File: src/rtl/riscv_pkg.sv
// rtl/riscv_pkg.sv - shared arbiter state encoding and owner IDs
package riscv_pkg;

  typedef enum logic [1:0] {
    IDLE    = 2'd0,
    BUSY_IF = 2'd1,
    BUSY_DM = 2'd2
  } arb_state_t;

  localparam logic OWNER_IF = 1'b0;
  localparam logic OWNER_DM = 1'b1;

  function automatic arb_state_t busy_state(input logic owner);
    return (owner == OWNER_DM) ? BUSY_DM : BUSY_IF;
  endfunction

endpackage

File: src/rtl/mem_arb_starve_cnt.sv
// rtl/mem_arb_starve_cnt.sv - consecutive dm-grant counter used to let a waiting fetch through
module mem_arb_starve_cnt #(
  parameter int STARVE_MAX = 4
) (
  input  logic clk,
  input  logic rst_n,
  input  logic if_req,
  input  logic if_grant,
  input  logic dm_grant,
  output logic starved
);

  localparam int CW = $clog2(STARVE_MAX + 1);

  logic [CW-1:0] cnt;

  // Saturates at the limit; the next arbitration then hands the bus to IF, which clears it.
  always_ff @(posedge clk or negedge rst_n) begin
    if (!rst_n) begin
      cnt <= '0;
    end else if (!if_req || if_grant) begin
      cnt <= '0;
    end else if (dm_grant && (cnt != CW'(STARVE_MAX))) begin
      cnt <= cnt + CW'(1);
    end
  end

  assign starved = (cnt == CW'(STARVE_MAX));

endmodule

File: src/rtl/mem_arbiter.sv
// rtl/mem_arbiter.sv - fetch/data arbiter onto one shared memory port
// Optional starvation guard enabled by defining MEM_ARB_STARVE_GUARD_EN.
module mem_arbiter
  import riscv_pkg::*;
#(
  parameter int ADDR_W     = 32,
  parameter int DATA_W     = 32,
  parameter int STARVE_MAX = 4
) (
  input  logic              clk,
  input  logic              rst_n,
  input  logic              if_req,
  input  logic [ADDR_W-1:0] if_addr,
  output logic              if_gnt,
  output logic              if_done,
  output logic [DATA_W-1:0] if_rdata,
  input  logic              dm_req,
  input  logic              dm_we,
  input  logic [ADDR_W-1:0] dm_addr,
  input  logic [DATA_W-1:0] dm_wdata,
  output logic              dm_gnt,
  output logic              dm_done,
  output logic [DATA_W-1:0] dm_rdata,
  output logic              mem_req,
  output logic              mem_we,
  output logic [ADDR_W-1:0] mem_addr,
  output logic [DATA_W-1:0] mem_wdata,
  input  logic              mem_ack,
  input  logic [DATA_W-1:0] mem_rdata
);

  arb_state_t state;
  logic       pick_if;
  logic       pick_dm;

`ifdef MEM_ARB_STARVE_GUARD_EN
  logic starved;

  mem_arb_starve_cnt #(
    .STARVE_MAX(STARVE_MAX)
  ) u_starve_cnt (
    .clk      (clk),
    .rst_n    (rst_n),
    .if_req   (if_req),
    .if_grant ((state == IDLE) && pick_if),
    .dm_grant ((state == IDLE) && pick_dm),
    .starved  (starved)
  );

  assign pick_if = if_req && (!dm_req || starved);
`else
  assign pick_if = if_req && !dm_req;
`endif

  assign pick_dm = dm_req && !pick_if;

  // Bus operands are captured once at grant so requesters may change them afterwards.
  always_ff @(posedge clk or negedge rst_n) begin
    if (!rst_n) begin
      state     <= IDLE;
      if_gnt    <= 1'b0;
      if_done   <= 1'b0;
      if_rdata  <= '0;
      dm_gnt    <= 1'b0;
      dm_done   <= 1'b0;
      dm_rdata  <= '0;
      mem_req   <= 1'b0;
      mem_we    <= 1'b0;
      mem_addr  <= '0;
      mem_wdata <= '0;
    end else begin
      if_gnt  <= 1'b0;
      dm_gnt  <= 1'b0;
      if_done <= 1'b0;
      dm_done <= 1'b0;
      case (state)
        IDLE: begin
          if (pick_if) begin
            state     <= busy_state(OWNER_IF);
            mem_req   <= 1'b1;
            mem_we    <= 1'b0;
            mem_addr  <= if_addr;
            mem_wdata <= '0;
            if_gnt    <= 1'b1;
          end else if (pick_dm) begin
            state     <= busy_state(OWNER_DM);
            mem_req   <= 1'b1;
            mem_we    <= dm_we;
            mem_addr  <= dm_addr;
            mem_wdata <= dm_wdata;
            dm_gnt    <= 1'b1;
          end
        end
        BUSY_IF: begin
          if (mem_ack) begin
            state    <= IDLE;
            mem_req  <= 1'b0;
            if_rdata <= mem_rdata;
            if_done  <= 1'b1;
          end
        end
        BUSY_DM: begin
          if (mem_ack) begin
            state   <= IDLE;
            mem_req <= 1'b0;
            if (!mem_we) begin
              dm_rdata <= mem_rdata;
            end
            dm_done <= 1'b1;
          end
        end
        default: begin
          state   <= IDLE;
          mem_req <= 1'b0;
        end
      endcase
    end
  end

endmodule

File: config.mk
export PLATFORM = sky130hd
export DESIGN_NAME = mem_arbiter
export DESIGN_NICKNAME = d
export VERILOG_FILES = /design/src/rtl/riscv_pkg.sv /design/src/rtl/mem_arb_starve_cnt.sv /design/src/rtl/mem_arbiter.sv
export SDC_FILE = /design/constraint.sdc
export NUM_CORES = 1
export LEC_CHECK = 0
export ABC_AREA = 1
export CELL_PAD_IN_SITES_DETAIL_PLACEMENT = 0
export CELL_PAD_IN_SITES_GLOBAL_PLACEMENT = 1
export CORE_UTILIZATION = 26
export CTS_CLUSTER_DIAMETER = 100
export DETAILED_ROUTE_END_ITERATION = 16
export PLACE_DENSITY = 0.87
export RECOVER_POWER = 50
export SLEW_MARGIN = 20
export SYNTH_ARGS = -nofsm -noshare
export SYNTH_HDL_FRONTEND = slang
export SYNTH_HIERARCHICAL = 1
export SYNTH_SLANG_ARGS = --single-unit
File: constraint.sdc
create_clock -name clk -period 1.51 [get_ports clk]
set_clock_uncertainty 0.1 [all_clocks]
set_input_delay 0.302 -clock clk [delete_from_list [all_inputs] [get_ports clk]]
set_output_delay 0.302 -clock clk [all_outputs]
set_load 0.02 [all_outputs]
==> results of run 1 <==
## per-stage QoR
stage          utilization  power (mW)  setup TNS, ps
2_1_floorplan            -        10.5              0
3_3_place_gp         0.415        15.1         -17230
3_5_place_dp         0.415        15.3         -20080
4_1_cts              0.451        19.3              0
5_1_grt              0.442        20.3          -57.3
6_report             0.442        19.0              0
## worst max-delay path by stage
stage	cells after the start	startpoint	slack (ps)	end
finish	1	mem_wdata[2]$_DFFE_PN0P_	30	mem_wdata[2]
global route	8	state[0]$_DFFE_PN0P_	-30	dm_rdata[13]$_DFFE_PN0P_
CTS	1	dm_done$_DFF_PN0_	0.1	dm_done
detailed placement	7	if_req	-230	mem_addr[24]$_DFFE_PN0P_
global placement	7	if_req	-200	mem_wdata[13]$_DFFE_PN0P_
floorplan	8	state[0]$_DFFE_PN0P_	100	mem_addr[22]$_DFFE_PN0P_
## timing repair
action,in CTS,in global routing
setup buffers,0,3
gates resized for setup,346,92
hold buffers,1,0
gates cloned,1,4
setup endpoints to repair,212,159
pin swaps,2,4
hold endpoints to repair,29,0
## flip-flops by register name, summed over array words and instances, names as in the netlist
signal	flops
mem_wdata	32
state	2
mem_addr	32
dm_rdata	32
dm_done	1
mem_req	1
if_done	1
mem_we	1
if_rdata	32
dm_gnt	1
if_gnt	1
## layer usage
layer  track usage  wire length [microns]
met5             0                      0
met4        0.0531                    256
met3        0.0379                   1040
met2         0.263                   8450
met1         0.186                   7360
## layout make-up
type	instances	area, sq um
clock buffer	21	460
clock inverter	10	168
fill	2085	11800
inverter	43	169
multi-input combinational	443	1910
sequential	136	3400
tap	275	344
timing repair buffer	304	2900
## where the power goes
part           total (mW)  internal [mW]  switching [mW]
logic                8.38           3.42            4.96
registers            6.17           5.27           0.898
clock network        4.45           2.86            1.59
total                19.0           11.6            7.45
## cells in the mapped netlist, drive strengths merged
cell,n,share of area
a21oi,1,0.00089
buf,28,0.034
clkbuf,7,0.0047
clkinv,1,0.00067
dfrtp,136,0.60
ha,4,0.0089
inv,42,0.029
nand2,336,0.22
nand3,34,0.030
nor2,3,0.0062
o21ai,65,0.058
## cell families after synthesis
family | synth area share
AOI/OAI and AO/OA | 0.0586
DFF | 0.604
buffers and inverters | 0.0679
and+or+nand+nor | 0.261
adders and majority gates | 0.00888
==> results.sh, run 1 <==
export IMPL_viasPerCell=4.21
export IMPL_dr_pass1_iters=4
export IMPL_syn_area_sq_um=5640
export IMPL_clock_path_buffers=2
export IMPL_clkLatencyLatePin_ps=410
export IMPL_dieArea_sq_um=22300
export IMPL_nNetsFinal=1083
export IMPL_syn_inst=657
export IMPL_wl_per_cell_microns=13.9
export IMPL_max_stage_delay_ps=390
export IMPL_yosysUniqueCellTypes=18
export IMPL_rows=53
export IMPL_clk_pin_slew_ps=60
export IMPL_timing_hold_ws_ps=235
export IMPL_first_global_vias=5131
export IMPL_rsz0062_at_grt="true"
export IMPL_core_sq_um=21200
export IMPL_worst_slew_pin_slew_ps=493
export IMPL_track_usage=0.153
export IMPL_cp_max_fo=2
export IMPL_mostFrequentLayoutCells="nand2_1 (330), dfrtp_1 (136), clkdlybuf4s50_1 (132), clkdlybuf4s15_2 (68), o21ai_0 (53)"
export IMPL_overflow=0
export IMPL_syn_mean_instance_area_sq_um=8.58
export IMPL_routed_wl_mm=17.1
export IMPL_placed_cells=1192
export IMPL_numCtsBuffers=17
export IMPL_dp_hpwl_mm=12.1
export IMPL_layout_commonest_cell="nand2_1"
export IMPL_grt_max_degree=41
export IMPL_vias=5186
export IMPL_pin_count=268
export IMPL_r2r_slack_ps=70
export IMPL_reg2reg_to="mem_wdata[18]$_DFFE_PN0P_"
export IMPL_cts_sinks=136
export IMPL_place_gp_congestion=0.765
export IMPL_fin_area_sq_um=9360
export IMPL_final_antenna_net_count=0
export IMPL_worst_slack_ps=30.2
export IMPL_htreeDepth=4
export IMPL_cp_cell_sequence="clkdlybuf4s15_1"
export IMPL_p_leak_nw=4.71
export IMPL_start_util=0.267
export IMPL_drtIter0Drc=190
export IMPL_crit_family="flip-flops"
export IMPL_crit_buf_inv=1
export IMPL_antennaDiodeCount=0
export IMPL_required_ps=1110
export IMPL_hold_viol_final=0
export IMPL_rr_worst_depth=8
export IMPL_antenna_found_initial=0
export IMPL_crit_type="flip-flop to primary output"
export IMPL_drv_slew=0
export IMPL_drive_above_1_share=0.195
export IMPL_die_y_microns=149
export IMPL_drv_cap=0
export IMPL_post_route_drc_count=0
export IMPL_finalCritPeriodShare=0.980
export IMPL_crit_slowest_cell="dfrtp_1"
export IMPL_p_per_area_nw_per_um2=2030
export IMPL_tritoncts="yes"
export IMPL_fin_crit_ps=1480
export IMPL_hold_path_class="input pin to async pin"
export IMPL_crit_path_end_kind="primary output"
export IMPL_place_ws_ps=-231
export IMPL_arrival_ps=1080
export IMPL_seq_area_frac_synth=0.604
export IMPL_reg2reg_from="state[0]$_DFFE_PN0P_"
export IMPL_grt_pass1_wl_mm=26.5
export IMPL_ir_drop_v=0.000731
export IMPL_placed_cell_area_sq_um=8780
export IMPL_finalSetupViolations=0
export IMPL_synthesis_nets=795
export IMPL_ys_seq_elements=136
export IMPL_status="finished, final reports clean"
export IMPL_fin_cells=1232
export IMPL_clock_fmax_ghz=0.676
export IMPL_relSlewSlack=0.671
export IMPL_critPathLaunchType="flip-flop"
export IMPL_io_buffer_count=267
export IMPL_ys_warn_count=6
export IMPL_clock_root_buffer="clkbuf_16"
export IMPL_area_growth_pct=66.0
export IMPL_dieWidth_microns=149
Power figures use the tool's default switching activity.
==> run 2, diff against run 1 <==
--- a/config.mk
+++ b/config.mk
@@ -5,10 +5,10 @@
 export SDC_FILE = /design/constraint.sdc
 export NUM_CORES = 1
 export LEC_CHECK = 0
-export ABC_AREA = 1
 export CELL_PAD_IN_SITES_DETAIL_PLACEMENT = 0
 export CELL_PAD_IN_SITES_GLOBAL_PLACEMENT = 1
-export CORE_UTILIZATION = 26
+export CORE_MARGIN = 2
+export CORE_UTILIZATION = 28
 export CTS_CLUSTER_DIAMETER = 100
 export DETAILED_ROUTE_END_ITERATION = 16
 export PLACE_DENSITY = 0.87
==> constraint.sdc (replaced) <==
create_clock -name clk -period 1.3 [get_ports clk]
set_clock_uncertainty 0.1 [all_clocks]
set_input_delay 0.26 -clock clk [delete_from_list [all_inputs] [get_ports clk]]
set_output_delay 0.26 -clock clk [all_outputs]
set_load 0.02 [all_outputs]
==> run 2 against run 1 <==
- sequential share of layout area decreased by 6.7 points
- the flow now finishes with violations (setup timing)
- worst setup slack lost 350 ps
- clock power rose by 11%
==> results.sh, run 2 <==
export IMPL_status="finished with violations"
export IMPL_violations="setup timing"
export IMPL_use_met1=0.217
export IMPL_p_leak_nw=5.29
export IMPL_drtIter0Drc=117
export IMPL_fin_cells=1111
export IMPL_relSlewSlack=0.421
export IMPL_syn_inst=389
export IMPL_clock_root_buffer="clkbuf_16"
export IMPL_crit_buf_inv=4
export IMPL_swShare=0.361
export IMPL_final_antenna_net_count=0
export IMPL_place_gp_congestion=0.746
export IMPL_required_ps=1500
export IMPL_yosys_most_used_dff="dfrtp_1"
export IMPL_grt_pass1_wl_mm=28.4
export IMPL_yosysTopAreaCell="dfrtp_1"
export IMPL_synth_edf_count=0
export IMPL_syn_mean_instance_area_sq_um=14.1
export IMPL_async_flop_share=1.00
export IMPL_io_buffer_count=267
export IMPL_worstSetupStartpoint="state[1]$_DFFE_PN0P_"
export IMPL_gr_usage_met2=0.306
export IMPL_reg2reg_from="state[1]$_DFFE_PN0P_"
export IMPL_tritoncts="yes"
export IMPL_reg2reg_to="mem_wdata[24]$_DFFE_PN0P_"
export IMPL_n_fill_cell=1495
export IMPL_core_sq_um=19300
export IMPL_crit_top_cell="buf_6"
export IMPL_drv_cap=0
export IMPL_placed_cell_area_sq_um=9160
export IMPL_critPathLaunchType="flip-flop"
export IMPL_antennaDiodeCount=0
export IMPL_dieArea_sq_um=20700
export IMPL_yosysUniqueCellTypes=30
export IMPL_timing_hold_ws_ps=334
export IMPL_dp_hpwl_mm=12.2
export IMPL_synth_top_area_frac=0.620
export IMPL_grt_max_degree=34
export IMPL_syn_area_sq_um=5490
export IMPL_post_route_drc_count=0
export IMPL_hold_path_class="input pin to flip-flop"
export IMPL_cts_sinks=136
export IMPL_rows=51
export IMPL_track_usage=0.180
export IMPL_overflow=0
export IMPL_crit_type="flip-flop to flip-flop"
export IMPL_pwr_share_seq=0.252
export IMPL_htreeDepth=4
export IMPL_clkLatencyLatePin_ps=410
export IMPL_power_frac_comb=0.588
export IMPL_pin_count=268
export IMPL_area_growth_pct=109
export IMPL_place_ws_ps=-474
export IMPL_layout_commonest_cell="buf_4"
export IMPL_wl_per_cell_microns=18.2
export IMPL_finalCritPeriodShare=1.24
export IMPL_internal_power_mw=19.8
export IMPL_rr_worst_depth=7
export IMPL_cp_cell_sequence="inv_2, ha_4, buf_6, buf_6, o21ai_4, clkbuf_16, a22o_1"
export IMPL_drive_above_1_share=0.586
export IMPL_seq_area_frac_synth=0.620
export IMPL_die_y_microns=144
export IMPL_cp_max_fo=8
export IMPL_first_global_vias=5214
export IMPL_numCtsBuffers=17
export IMPL_fin_crit_ps=1620
export IMPL_ys_warn_count=6
export IMPL_p_clk_frac=0.160
export IMPL_synthesis_nets=527
export IMPL_p_sw_mw=11.2
export IMPL_antenna_found_initial=0
export IMPL_power_total_mw=31.0
export IMPL_worst_slack_ps=-316
export IMPL_mostFrequentLayoutCells="buf_4 (150), buf_6 (142), dfrtp_1 (136), clkdlybuf4s50_1 (132), o22ai_2 (40)"
export IMPL_yosysMostFrequentCell="dfrtp_1"
export IMPL_ys_seq_elements=136
export IMPL_start_util=0.284
export IMPL_ir_drop_v=0.00111
export IMPL_globalRouteMet3Util=0.0517
export IMPL_crit_cells=7
export IMPL_nNetsFinal=971
export IMPL_hold_viol_final=0
export IMPL_worst_slew_pin_slew_ps=869
export IMPL_crit_path_end_kind="flip-flop"
export IMPL_crit_end="mem_wdata[24]$_DFFE_PN0P_"
export IMPL_holdPathStages=3
export IMPL_viasPerCell=4.63
export IMPL_r2r_slack_ps=-320
export IMPL_synthTopCellsByArea="dfrtp_1 (62%), mux2_4 (8.2%), mux2_2 (7.0%)"
export IMPL_dr_pass1_iters=4
export IMPL_arrival_ps=1820
export IMPL_synth_cells_most_frequent="dfrtp_1 (136), o22ai_1 (54), a22o_1 (34), mux2_2 (34), mux2_4 (30)"
export IMPL_clk_pin_slew_ps=60
export IMPL_placed_cells=981
export IMPL_max_stage_delay_ps=420
export IMPL_grt_busiest_layer="met2"
export IMPL_final_util=0.592
export IMPL_finalSetupViolations=224
export IMPL_crit_slowest_cell="dfrtp_1"
export IMPL_drv_slew=0
export IMPL_clock_fmax_ghz=0.619
export IMPL_p_per_area_nw_per_um2=2710
export IMPL_vias=5140
export IMPL_clock_path_buffers=2
export IMPL_tns_ps=-35380
export IMPL_dieWidth_microns=144
export IMPL_rsz0062_at_grt="true"
export IMPL_fin_area_sq_um=11500
export IMPL_routed_wl_mm=20.2
export IMPL_crit_family="buffers and inverters"
## run 2: cell types whose count changed in the layout (fill, tap and decap cells not counted), moves of 17 or more
cell	delta
buf_6	+139
clkbuf_2	-30
inv_1	-35
buf_4	+133
mux2_2	+30
nand2_1	-322
a22o_1	+34
o22ai_2	+40
o21ai_0	-51
mux2_4	+34
a21oi_1	+17
nand3_1	-34
clkdlybuf4s15_2	-68
clkbuf_1	-27
## run 2: worst min-delay path by stage
stage | startpoint | endpoint
3_3_place_gp | rst_n | if_rdata[29]$_DFFE_PN0P_
2_1_floorplan | rst_n | dm_done$_DFF_PN0_
5_1_grt | dm_addr[16] | mem_addr[16]$_DFFE_PN0P_
3_5_place_dp | rst_n | if_rdata[29]$_DFFE_PN0P_
6_report | dm_addr[11] | mem_addr[11]$_DFFE_PN0P_
4_1_cts | rst_n | if_rdata[29]$_DFFE_PN0P_
## run 2: cell families after synthesis
group                    synth area share
AO/OA/AOI/OAI                       0.163
adder cells (fa/ha/maj)           0.00911
buffers and inverters              0.0362
AND/OR/NAND/NOR                    0.0198
multiplexers                        0.152
flip-flops                          0.620
## run 2: repair_timing
item | in CTS | in global routing
cloned | 8 | 3
endpoints found under the setup margin | 267 | 269
hold endpoints to repair | 136 | 0
hold buffers | 1 | 0
gates resized for setup | 882 | 45
pin swaps | 33 | 13
setup buffers | 46 | 42
## run 2: layout make-up
type	instances	area, sq um	area share
well taps	265	332	0.0290
multi-input cells	221	2490	0.218
flip-flops and latches	136	3400	0.297
repair buffers	451	4580	0.400
inverters	6	37.5	0.00328
clock inverters	14	165	0.0144
clock buffers	18	439	0.0384
## run 2: power by group through the flow
| stage | clock network, mW | registers (mW) | logic, mW |
|---|---|---|---|
| 6_report | 4.95 | 7.83 | 18.2 |
| 5_1_grt | 5.25 | 8.01 | 19.2 |
| 3_5_place_dp | 0 | 7.42 | 13.6 |
| 3_3_place_gp | 0 | 7.41 | 13.3 |
| 2_1_floorplan | 0 | 9.88 | 4.03 |
| 4_1_cts | 5.05 | 7.78 | 16.5 |
## run 2: worst reg2reg max path: cells and delay by family, from the launching register on
family	cells	cell delay, ps
AOI/OAI and AO/OA	2	250
adders and majority gates	1	220
buffers and inverters	4	510
DFF	1	420
## run 2: routing by layer
| layer | part of all wire | vias up |
|---|---|---|
| li1 | - | 2379 |
| met1 | 0.40 | 2553 |
| met2 | 0.51 | 179 |
| met3 | 0.064 | 29 |
| met4 | 0.020 | 0 |
| met5 | 0 | - |
